### config.mk
export PLATFORM = sky130hd
export DESIGN_NAME = tdm_demux
export DESIGN_NICKNAME = d
export VERILOG_FILES = /design/src/rtl/tdm_demux_pkg.sv /design/src/rtl/tdm_slot_counter.sv /design/src/rtl/tdm_demux.sv
export SDC_FILE = /design/constraint.sdc
export NUM_CORES = 1
export LEC_CHECK = 0
export ABC_AREA = 1
export BUFFER_PORTS_ARGS = -buffer_cell sky130_fd_sc_hd__buf_4
export CAP_MARGIN = 10
export CORE_AREA = 8 8 45 47
export DETAILED_ROUTE_END_ITERATION = 12
export DIE_AREA = 0 0 53 55
export GPL_TIMING_DRIVEN = 0
export PLACE_DENSITY = 0.76
export SLEW_MARGIN = 20
export SYNTH_ARGS = -nofsm -noshare
export SYNTH_HDL_FRONTEND = slang
export SYNTH_SLANG_ARGS = --single-unit
### constraint.sdc
create_clock -name clk -period 2.35 [get_ports clk]
set_clock_uncertainty 0.1 [all_clocks]
set_input_delay 0.235 -clock clk [delete_from_list [all_inputs] [get_ports clk]]
set_output_delay 0.235 -clock clk [all_outputs]
set_load 0.02 [all_outputs]
### src/rtl/tdm_demux_pkg.sv
// Shared types and sizing helpers for the TDM demultiplexer.
package tdm_demux_pkg;

  typedef enum logic {HUNT, LOCK} state_t;

  localparam int ERRCNT_W = 8;

  function automatic int slot_w(input int n);
    return (n <= 2) ? 1 : $clog2(n);
  endfunction

endpackage

### src/rtl/tdm_slot_counter.sv
// Modulo-NUM_CH slot counter with clear, load-to-1 and advance controls.
module tdm_slot_counter
  import tdm_demux_pkg::*;
#(
  parameter int NUM_CH = 2,
  parameter int SW     = slot_w(NUM_CH)
) (
  input  logic          clk,
  input  logic          rst_n,
  input  logic          en,
  input  logic          load,
  input  logic          clear,
  output logic [SW-1:0] count,
  output logic          wrap
);

  localparam logic [SW-1:0] LAST = SW'(NUM_CH - 1);

  // Clear beats load beats advance; the top never asserts more than one.
  always_ff @(posedge clk or negedge rst_n) begin
    if (!rst_n) begin
      count <= '0;
    end else if (clear) begin
      count <= '0;
    end else if (load) begin
      count <= SW'(1);
    end else if (en) begin
      count <= (count == LAST) ? '0 : count + 1'b1;
    end
  end

  assign wrap = en && (count == LAST);

endmodule

### src/rtl/tdm_demux.sv
// TDM demultiplexer with SOF-based frame lock; TDM_DEMUX_ERRCNT_EN adds a
// saturating sync-error counter on port err_count.
module tdm_demux
  import tdm_demux_pkg::*;
#(
  parameter int WIDTH  = 4,
  parameter int NUM_CH = 2
) (
  input  logic                    clk,
  input  logic                    rst_n,
  input  logic                    en,
  input  logic                    in_valid,
  input  logic [WIDTH-1:0]        in_data,
  input  logic                    in_sof,
  output logic [NUM_CH*WIDTH-1:0] out_data,
  output logic [NUM_CH-1:0]       out_valid,
  output logic                    frame_done,
  output logic                    locked,
  output logic                    sync_err
`ifdef TDM_DEMUX_ERRCNT_EN
  ,
  output logic [ERRCNT_W-1:0]     err_count
`endif
);

  localparam int SW = slot_w(NUM_CH);

  state_t          state;
  logic [SW-1:0]   slot;
  logic            accept;
  logic            cnt_adv;
  logic            cnt_load;
  logic            cnt_clear;
  logic            cnt_wrap;
  logic            err_hit;
  logic [NUM_CH-1:0] lane_we;

  assign accept    = en && in_valid;
  assign cnt_load  = accept && in_sof;
  assign cnt_adv   = accept && !in_sof && (state == LOCK) && (slot != '0);
  assign cnt_clear = accept && !in_sof && (state == LOCK) && (slot == '0);
  assign err_hit   = accept && (state == LOCK) &&
                     ((in_sof && (slot != '0)) || (!in_sof && (slot == '0)));

  tdm_slot_counter #(
    .NUM_CH (NUM_CH),
    .SW     (SW)
  ) u_slot_counter (
    .clk   (clk),
    .rst_n (rst_n),
    .en    (cnt_adv),
    .load  (cnt_load),
    .clear (cnt_clear),
    .count (slot),
    .wrap  (cnt_wrap)
  );

  always_comb begin
    lane_we = '0;
    if (cnt_load) begin
      lane_we[0] = 1'b1;
    end else if (cnt_adv) begin
      lane_we[slot] = 1'b1;
    end
  end

  // Pulses last one cycle; lanes only change when their write enable fires.
  always_ff @(posedge clk or negedge rst_n) begin
    if (!rst_n) begin
      state      <= HUNT;
      locked     <= 1'b0;
      sync_err   <= 1'b0;
      frame_done <= 1'b0;
      out_valid  <= '0;
      out_data   <= '0;
    end else begin
      out_valid  <= lane_we;
      frame_done <= cnt_wrap;
      sync_err   <= err_hit;
      for (int k = 0; k < NUM_CH; k++) begin
        if (lane_we[k]) begin
          out_data[k*WIDTH +: WIDTH] <= in_data;
        end
      end
      case (state)
        HUNT: begin
          if (cnt_load) begin
            state  <= LOCK;
            locked <= 1'b1;
          end
        end
        LOCK: begin
          if (cnt_clear) begin
            state  <= HUNT;
            locked <= 1'b0;
          end
        end
        default: begin
          state  <= HUNT;
          locked <= 1'b0;
        end
      endcase
    end
  end

`ifdef TDM_DEMUX_ERRCNT_EN
  always_ff @(posedge clk or negedge rst_n) begin
    if (!rst_n) begin
      err_count <= '0;
    end else if (err_hit && (err_count != '1)) begin
      err_count <= err_count + 1'b1;
    end
  end
`endif

endmodule

==> results.yml, run 1 <==
placement:
  routabilityCongestion: 0.719
  place_ws_ns: 1.29
  dp_hpwl_um: 1000
  io_buffer_count: 21
grt:
  grt_usage_pct: 9.20
  grt_pass1_wl_um: 1970
  grt_max_degree: 16
  grt_pass1_vias: 481
  grt.overflow.total: 0
  grt_antenna_before_repair: 0
clocking:
  cts-root-buf: "clkbuf_4"
  cts.clk_slew.worst_paths_ns: 0.08
  cts_sinks: 15
  clk_latency_ns: 0.27
  cts_made_buffers: 3
  cts_setup_buffers: 0
  ctsResizeCount: 0
  cts_hold_buf: 1
  cts_max_level: 1
  cts.path.max_buffers: 2
  cts_tree: "yes"
logic_synthesis:
  netlist_top_cells_area: "dfrtp_1 (61%), nand2_1 (16%), nor2_8 (6.5%)"
  ys.warnings.count: 0
  syn-cell-area_um2: 618
  synth_top_area_cell: "dfrtp_1"
  syn_avg_cell_area_um2: 10.1
  ys_seq_area_share_pct: 60.7
  synth.distinct_cells: 13
  ys_dominant_reg_cell: "dfrtp_1"
  synth_top_area_share_pct: 60.7
  synth_common_cells: "nand2_1 (27), dfrtp_1 (15), o21ai_0 (4), nor2_1 (3)"
  syn_nets: 70
  synth_edf_count: 0
  syn_inst: 61
  ys_seq_elements: 15
  async_flop_share_pct: 100
  yosysMostFrequentCell: "nand2_1"
floorplanning:
  fp.coreArea_mm2: 0.00138
  initial_core_util_pct: 44.7
  rows: 14
  die_h_um: 55
  ios: 22
  die_w_um: 53
  dieArea_mm2: 0.00292
drt:
  wl_per_cell_um: 11.9
  drc: 0
  routed_wirelength_um: 1230
  post_drt_via_cell_ratio: 4.54
  vias: 468
  dr.pass1.iters: 4
  drtAntennaViolNets: 0
  drtIter0Drc: 2
setup_path:
  crit_path_max_incr_delay_ns: 0.40
  worstReg2RegEnd: "locked$_DFFE_PN0P_"
  reg2reg_slack_ns: 1.31
  arrival_ns: 0.83
  crit_type: "flop to output pin"
  crit_fanout: 2
  worst_setup_path_end_kind: "output pin"
  crit_buf_inv: 1
  startpoint_type: "flop"
  timing.rr.start: "state$_DFF_PN0_"
  path_cells: "buf_4"
  required_ns: 2.02
  slowest_stage: "dfrtp_1"
  critPathTopFamily: "flip-flops"
  r2r_cells: 5
sta:
  max_freq_mhz: 855
  min_period_ns: 1.17
  final.setup.tns_ns: 0
  final_max_slew_viol_count: 0
  worst_slew_pin_slew_ns: 0.190
  finalWorstSetupSlack_ns: 1.18
  post-route-period-util_pct: 49.7
  rsz0062_at_grt: "no"
  finalSetupViolations: 0
  max_slew_margin_pct: 87.3
  hold_viol_final: 0
layout:
  layout.nets: 97
  num_antenna_cells: 0
  drive_gt1_share_pct: 37.9
  synthToLayoutAreaGrowth_pct: 34.6
  n_fill_cell: 129
  seq_area_um2: 375
  multiInputGateArea_um2: 225
power:
  p_leak_uw: 0.000474
  power-per-cell-area_mw_per_mm2: 980
  p_int_uw: 517
  p_switching_uw: 299
  share_comb_of_total_power_pct: 36.8
  total_power_uw: 815
  swShare_pct: 36.6
  pwr-share-clk_pct: 17.1
  pwr-share-seq_pct: 46.1
  vdd_drop_max_v: 0.000535
hold_path:
  hold_end: "out_data[4]$_DFFE_PN0P_"
  hold_path.class: "primary input to flop"
  hold_path_depth: 3
  holdCritStartpoint: "in_data[0]"
status:
  status: "finished clean"
flow_run:
  max-cap-violations: 0
-- power groups by stage --
stage / Sequential (µW) / Combinational (µW) / Clock, µW
after floorplan: 449 / 96.9 / 0
after global placement: 379 / 298 / 0
after detailed placement: 382 / 304 / 0
after CTS: 377 / 306 / 144
after global routing: 386 / 330 / 159
final: 376 / 300 / 139
-- routing by layer --
layer  up-vias  track usage, %  share of wire (%)
met5         -               0                  0
met2        16            14.1                 49
met4         0            5.17               0.57
met3         2            5.61                 11
li1        238               -                  -
met1       212            9.64                 39
-- cells by family (layout without fill, tap and decap cells) --
kind of cell	Yosys count	after routing	share of synthesized area [%]
compound gates	5	5	4.05
flops	15	15	60.7
buf+inv	4	30	2.83
simple gates	37	37	32.4
-- cell type report --
cell class              count  area share, %
well taps                  16           2.41
clock buffers               4           3.16
multi-input cells          42           27.1
repair buffers             22           20.2
flip-flops and latches     15           45.1
inverters                   4           2.11
-- worst min-delay path: cells and delay by family --
| family | cells | cell delay [ns] |
|---|---|---|
| and+or+nand+nor | 2 | 0.09 |
| buffers and inverters | 1 | 0.08 |
-- placed cells by master (no fill, tap or decap) --
master / n
nand2_2: 2
dlygate4sd3_1: 1
nand2_1: 27
nor2_2: 1
inv_4: 1
dfrtp_1: 15
nand2_4: 1
nand3_4: 1
o21ai_0: 4
buf_4: 21
o21ai_1: 1
inv_2: 1
clkbuf_4: 3
clkbuf_1: 1
inv_1: 2
nor2_1: 3
nor2_8: 2
-- per-stage QoR --
stage | hold WS, ns | cells | utilization (%) | area [µm²]
floorplan | -0.161 | 61 | - | 618
global placement | -0.00452 | 98 | 57.5 | 796
detailed placement | -0.00157 | 98 | 57.5 | 796
CTS | 0.0658 | 103 | 60.1 | 832
global route | 0.0622 | 103 | 60.1 | 832
finish | 0.0683 | 103 | 60.1 | 832
-- state kept, by name (all words and copies together) (netlist names) --
name and cells:
frame_done 1, locked 1, out_data 8, out_valid 2, state 1, sync_err 1, u_slot_counter.count 1
-- how the worst max path moves through the flow --
stage               cells past startpoint  slack, ns                       to                    start
floorplan                               5       1.41       locked$_DFFE_PN0P_          state$_DFF_PN0_
detailed placement                      5       1.29  out_data[4]$_DFFE_PN0P_                   in_sof
finish                                  1       1.18              out_data[1]  out_data[1]$_DFFE_PN0P_
global route                            1       1.15              out_data[1]  out_data[1]$_DFFE_PN0P_
global placement                        5       1.31  out_data[5]$_DFFE_PN0P_                   in_sof
CTS                                     1       1.17              out_data[1]  out_data[1]$_DFFE_PN0P_
Power figures use the tool's default switching activity.
==> run 2: changes to the inputs <==
- CORE_AREA: 8 8 45 47 -> default
- CORE_MARGIN: default -> 8
- CORE_UTILIZATION: default -> 41
- DIE_AREA: 0 0 53 55 -> default
- PLACE_DENSITY: 0.76 -> 0.71
- clock period: 2.35 -> 0.97 ns (I/O delays scaled with it)
==> run 2 against run 1 <==
  * Clock power grew to 2.5 times the previous value
  * Non-clock buffer count rose by 12
  * Final cell count up 12%
  * Count of clock-buffer cells in the layout unchanged
  * Global-route usage increased by 1.1 points
  * Sequential cell count did not move
  * The flow now finishes with violations (negative setup slack)
  * Combinational power rose to 3.2 times the previous value
==> results.yml, run 2 (synthesis results as in run 1) <==
clocking:
  cts_sinks: 15
  cts.path.max_buffers: 2
  cts.clk_slew.worst_paths_ns: 0.09
  cts_max_level: 1
  clk_latency_ns: 0.27
  cts-root-buf: "clkbuf_4"
  cts_tree: "yes"
  cts_made_buffers: 3
power:
  share_comb_of_total_power_pct: 42.7
  p_int_uw: 1450
  power-per-cell-area_mw_per_mm2: 2290
  pwr-share-seq_pct: 41.9
  swShare_pct: 36.4
  vdd_drop_max_v: 0.00123
  p_switching_uw: 829
  pwr-share-clk_pct: 15.4
  p_leak_uw: 0.000541
setup_path:
  startpoint_type: "flop"
  crit_path_max_incr_delay_ns: 0.42
  worst_setup_path_end_kind: "output pin"
  path_cells: "buf_6"
  crit_fanout: 2
  required_ns: 0.77
  critPathTopFamily: "flip-flops"
  crit_buf_inv: 1
  crit_type: "flop to output pin"
  arrival_ns: 0.83
  slowest_stage: "dfrtp_1"
grt:
  grt_pass1_wl_um: 2300
  grt_max_degree: 16
  use_met2_pct: 19.4
  grt_antenna_before_repair: 0
  grt_pass1_vias: 536
  grt_usage_pct: 10.3
  grt.overflow.total: 0
  met1_usage_pct: 11.5
  use_met3_pct: 1.63
  grt-busiest-layer: "met2"
layout:
  num_antenna_cells: 0
  seq_area_um2: 377
  reg_top3: "out_data: 8 flops, out_valid: 2 flops"
  multiInputGateArea_um2: 235
  layout.nets: 109
  synthToLayoutAreaGrowth_pct: 60.9
  n_fill_cell: 103
  drive_gt1_share_pct: 44.4
  largest_reg_flops: 8
  regMostFlops: "out_data"
  layout_commonest_cell: "nand2_1"
  post-route-util_pct: 68.4
  layout_common_cells: "nand2_1 (25), buf_4 (15), dfrtp_1 (14)"
placement:
  dp_hpwl_um: 989
  io_buffer_count: 21
  routabilityCongestion: 0.749
floorplanning:
  die_h_um: 54.8
  initial_core_util_pct: 42.5
  dieArea_mm2: 0.00301
  rows: 14
  fp.coreArea_mm2: 0.00145
  ios: 22
  die_w_um: 54.8
status:
  violations: "negative setup slack"
  status: "finished, violations left"
sta:
  rsz0062_at_grt: "yes"
  finalSetupViolations: 19
  post-route-period-util_pct: 106
  min_period_ns: 1.03
  max_slew_margin_pct: 87.6
  hold_slack_ns: 0.0531
  final_max_slew_viol_count: 0
  hold_viol_final: 0
  max_freq_mhz: 971
  worst_slew_pin_slew_ns: 0.186
  finalWorstSetupSlack_ns: -0.0596
  final.setup.tns_ns: -0.563
hold_path:
  hold_path.class: "primary input to flop"
drt:
  drc: 0
  post_drt_via_cell_ratio: 4.57
  routed_wirelength_um: 1550
  drtIter0Drc: 14
  dr.pass1.iters: 4
  wl_per_cell_um: 13.5
  vias: 526
  drtAntennaViolNets: 0
flow_run:
  max-cap-violations: 0
run 2: worst paths after layout:
path / from / endpoint / slack [ns] / cells after the start
worst max register to register: state$_DFF_PN0_ / out_data[4]$_DFFE_PN0P_ / -0.05 / 4
worst min register to register: out_data[3]$_DFFE_PN0P_ / out_data[3]$_DFFE_PN0P_ / 0.41 / 2
min in group asynchronous: rst_n / sync_err$_DFF_PN0_ / 0.10 / 2
worst max-delay path: out_data[1]$_DFFE_PN0P_ / out_data[1] / -0.06 / 1
max in group asynchronous: rst_n / state$_DFF_PN0_ / 0.49 / 2
worst min-delay path: in_sof / state$_DFF_PN0_ / 0.05 / 5
run 2: power by group through the flow:
stage               logic (µW)  registers (µW)  clock network (µW)
floorplan                  235            1090                   0
global placement           723             913                   0
detailed placement         740             924                   0
CTS                        900             942                 359
global route              1030             974                 412
finish                     971             954                 349
run 2: layout make-up:
cell class | instances | area share [%]
flip-flops and latches | 15 | 37.9
repair buffers | 34 | 32.1
multi-input cells | 42 | 23.6
clock buffers | 4 | 2.64
well taps | 16 | 2.01
inverters | 4 | 1.76
run 2: layer usage:
layer / vias up / part of all wire [%]
li1: 267 / -
met1: 246 / 43
met2: 13 / 52
met3: 0 / 4.7
met4: 0 / 0
met5: - / 0
run 2: through the flow:
stage          setup WS, ns  total power, µW  instance area (µm²)  instances
2_1_floorplan        0.0257             1320                  618         61
3_3_place_gp        -0.0300             1640                  796         98
3_5_place_dp        -0.0493             1660                  796         98
4_1_cts             -0.0502             2200                  953        111
5_1_grt              -0.106             2420                  995        115
6_report            -0.0596             2270                  995        115
run 2: what timing repair did:
action,CTS,global route
hold endpoints to repair,24,0
hold buffers,6,0
pin swaps,2,2
gates resized for setup,18,4
setup endpoints to repair,19,21
buffers inserted,3,4
==> run 3: changes to the inputs <==
- CORE_UTILIZATION: 41 -> 44
- CTS_BUF_LIST: default -> sky130_fd_sc_hd__clkbuf_8
- PLACE_DENSITY: 0.71 -> 0.76
==> run 3 against run 2 <==
  * The flow still finishes with violations (negative setup slack)
  * Sequential cell count did not move
  * Count of clock-buffer cells in the layout fell by 1
  * Power rose by 8.1%
  * Fmax rose by 3.2%
  * Register-to-register slack improved by 0.02 ns
  * Sequential share of layout area fell by 0.79 points
  * Setup slack improved by 0.032 ns
  * Critical path type is now flop to flop
  * Largest cell class unchanged
  * Highest routed layer is now met4
==> results.yml, run 3 (synthesis results as in run 1) <==
layout:
  reg_top3: "out_data: 8 flops, out_valid: 2 flops"
  layout.nets: 108
  layout_commonest_cell: "nand2_1"
  drive_gt1_share_pct: 49.0
  num_antenna_cells: 0
  layout_common_cells: "nand2_1 (25), buf_4 (16), dfrtp_1 (14)"
  synthToLayoutAreaGrowth_pct: 64.4
  regMostFlops: "out_data"
  largest_reg_flops: 8
  design_area_mm2: 0.00102
  post-route-util_pct: 78.1
sta:
  final_max_slew_viol_count: 0
  max_freq_mhz: 1000
  max_slew_margin_pct: 87.2
  rsz0062_at_grt: "yes"
  worst_slew_pin_slew_ns: 0.192
  finalSetupViolations: 7
  post-route-period-util_pct: 103
  finalWorstSetupSlack_ns: -0.0272
  hold_viol_final: 0
  min_period_ns: 0.997
setup_path:
  worst_setup_path_end_kind: "flop"
  crit_type: "flop to flop"
  critPathTopFamily: "flip-flops"
  startpoint_type: "flop"
  crit_buf_inv: 0
  crit_path_max_incr_delay_ns: 0.40
  crit_fanout: 6
  reg2reg_slack_ns: -0.03
  r2r_cells: 3
  arrival_ns: 1.03
  path_cells: "nand3_4 -> o21ai_1 -> nand2_1"
  required_ns: 1.00
  worstReg2RegEnd: "out_data[7]$_DFFE_PN0P_"
  slowest_stage: "dfrtp_2"
  timing.rr.start: "state$_DFF_PN0_"
hold_path:
  hold_path.class: "primary input to flop"
  hold_path_depth: 4
  hold_end: "sync_err$_DFF_PN0_"
  holdCritStartpoint: "in_sof"
placement:
  dp_hpwl_um: 1060
  place_ws_ns: -0.0944
  place_area_um2: 795
  routabilityCongestion: 0.656
  io_buffer_count: 21
floorplanning:
  fp.coreArea_mm2: 0.00130
  die_h_um: 53.5
  dieArea_mm2: 0.00286
  rows: 13
  initial_core_util_pct: 47.5
  die_w_um: 53.5
  ios: 22
grt:
  grt_pass1_vias: 559
  grt_usage_pct: 12.3
  grt.overflow.total: 0
  grt_max_degree: 16
  grt_antenna_before_repair: 0
  grt_pass1_wl_um: 2480
power:
  vdd_drop_max_v: 0.00163
  total_power_uw: 2460
  p_leak_uw: 0.000551
  power-per-cell-area_mw_per_mm2: 2420
status:
  status: "finished, violations left"
  violations: "negative setup slack"
clocking:
  cts_made_buffers: 3
  cts.clk_slew.worst_paths_ns: 0.06
  cts_sinks: 15
  cts_tree: "yes"
  cts.path.max_buffers: 2
  cts-root-buf: "clkbuf_8"
  clk_latency_ns: 0.24
  cts_max_level: 1
drt:
  vias: 544
  drc: 0
  dr.pass1.iters: 4
  drtIter0Drc: 9
  post_drt_via_cell_ratio: 4.81
  routed_wirelength_um: 1530
  wl_per_cell_um: 13.5
  drtAntennaViolNets: 0
flow_run:
  max-cap-violations: 0
-- run 3: cell types whose count changed in the layout (fill, tap and decap cells not counted) --
| cell | before | now |
|---|---|---|
| clkbuf_1 | 1 | 0 |
| clkbuf_4 | 3 | 0 |
| dlygate4sd3_1 | 6 | 5 |
| o21ai_2 | 0 | 2 |
| inv_1 | 1 | 2 |
| o21ai_1 | 5 | 3 |
| buf_4 | 15 | 16 |
| nor2_2 | 0 | 1 |
| clkbuf_8 | 0 | 3 |
| nor2_4 | 1 | 2 |
| nor2_1 | 3 | 1 |
| buf_6 | 13 | 12 |
-- run 3: layer usage --
metal	share of wire, %	global-route usage (%)	vias to the layer above
li1	-	-	265
met1	38	12.1	254
met2	52	20.7	21
met3	8.0	4.48	4
met4	2.1	8.82	0
met5	0	0	-
-- run 3: power breakdown --
group          switching, µW  total [µW]  leakage [µW]  internal (µW)
combinational            514        1020      0.000336            510
sequential               144         950      0.000188            806
clock                    203         483     0.0000269            280
-- run 3: repair_timing --
item | 4_1_cts | 5_1_grt
hold endpoints to repair | 23 | 0
gates resized for setup | 18 | 8
setup buffers | 4 | 3
pin swaps | 4 | 0
setup endpoints to repair | 15 | 20
hold buffers | 5 | 0
-- run 3: worst register-to-register path, cell delays in order, from the launching register on --
cell,delay [ns]
dfrtp_2,0.40
nand3_4,0.15
o21ai_1,0.17
nand2_1,0.06
-- run 3: worst max-delay path by stage --
| stage | from | to | cells after the start |
|---|---|---|---|
| after floorplan | state$_DFF_PN0_ | locked$_DFFE_PN0P_ | 5 |
| after detailed placement | state$_DFF_PN0_ | out_data[6]$_DFFE_PN0P_ | 3 |
| after CTS | state$_DFF_PN0_ | out_data[6]$_DFFE_PN0P_ | 3 |
| final | state$_DFF_PN0_ | out_data[7]$_DFFE_PN0P_ | 3 |
| after global placement | state$_DFF_PN0_ | out_data[4]$_DFFE_PN0P_ | 3 |
| after global routing | state$_DFF_PN0_ | out_data[7]$_DFFE_PN0P_ | 3 |
-- run 3: area by class of cell --
type	instances	area, µm²
flip-flops and latches	15	377
repair buffers	33	305
fillers	88	285
multi-input cells	42	253
clock buffers	3	41.3
well taps	15	18.8
inverters	4	17.5
clock inverters	1	3.75
-- run 3: metrics by stage --
| step | TNS [ns] | hold slack [ns] | cells |
|---|---|---|---|
| final | -0.0551 | 0.0496 | 113 |
| after global routing | -0.554 | 0.0526 | 113 |
| after CTS | -0.284 | 0.0405 | 110 |
| after detailed placement | -0.356 | -0.140 | 97 |
| after floorplan | 0 | -0.299 | 61 |
| after global placement | -0.238 | -0.143 | 97 |
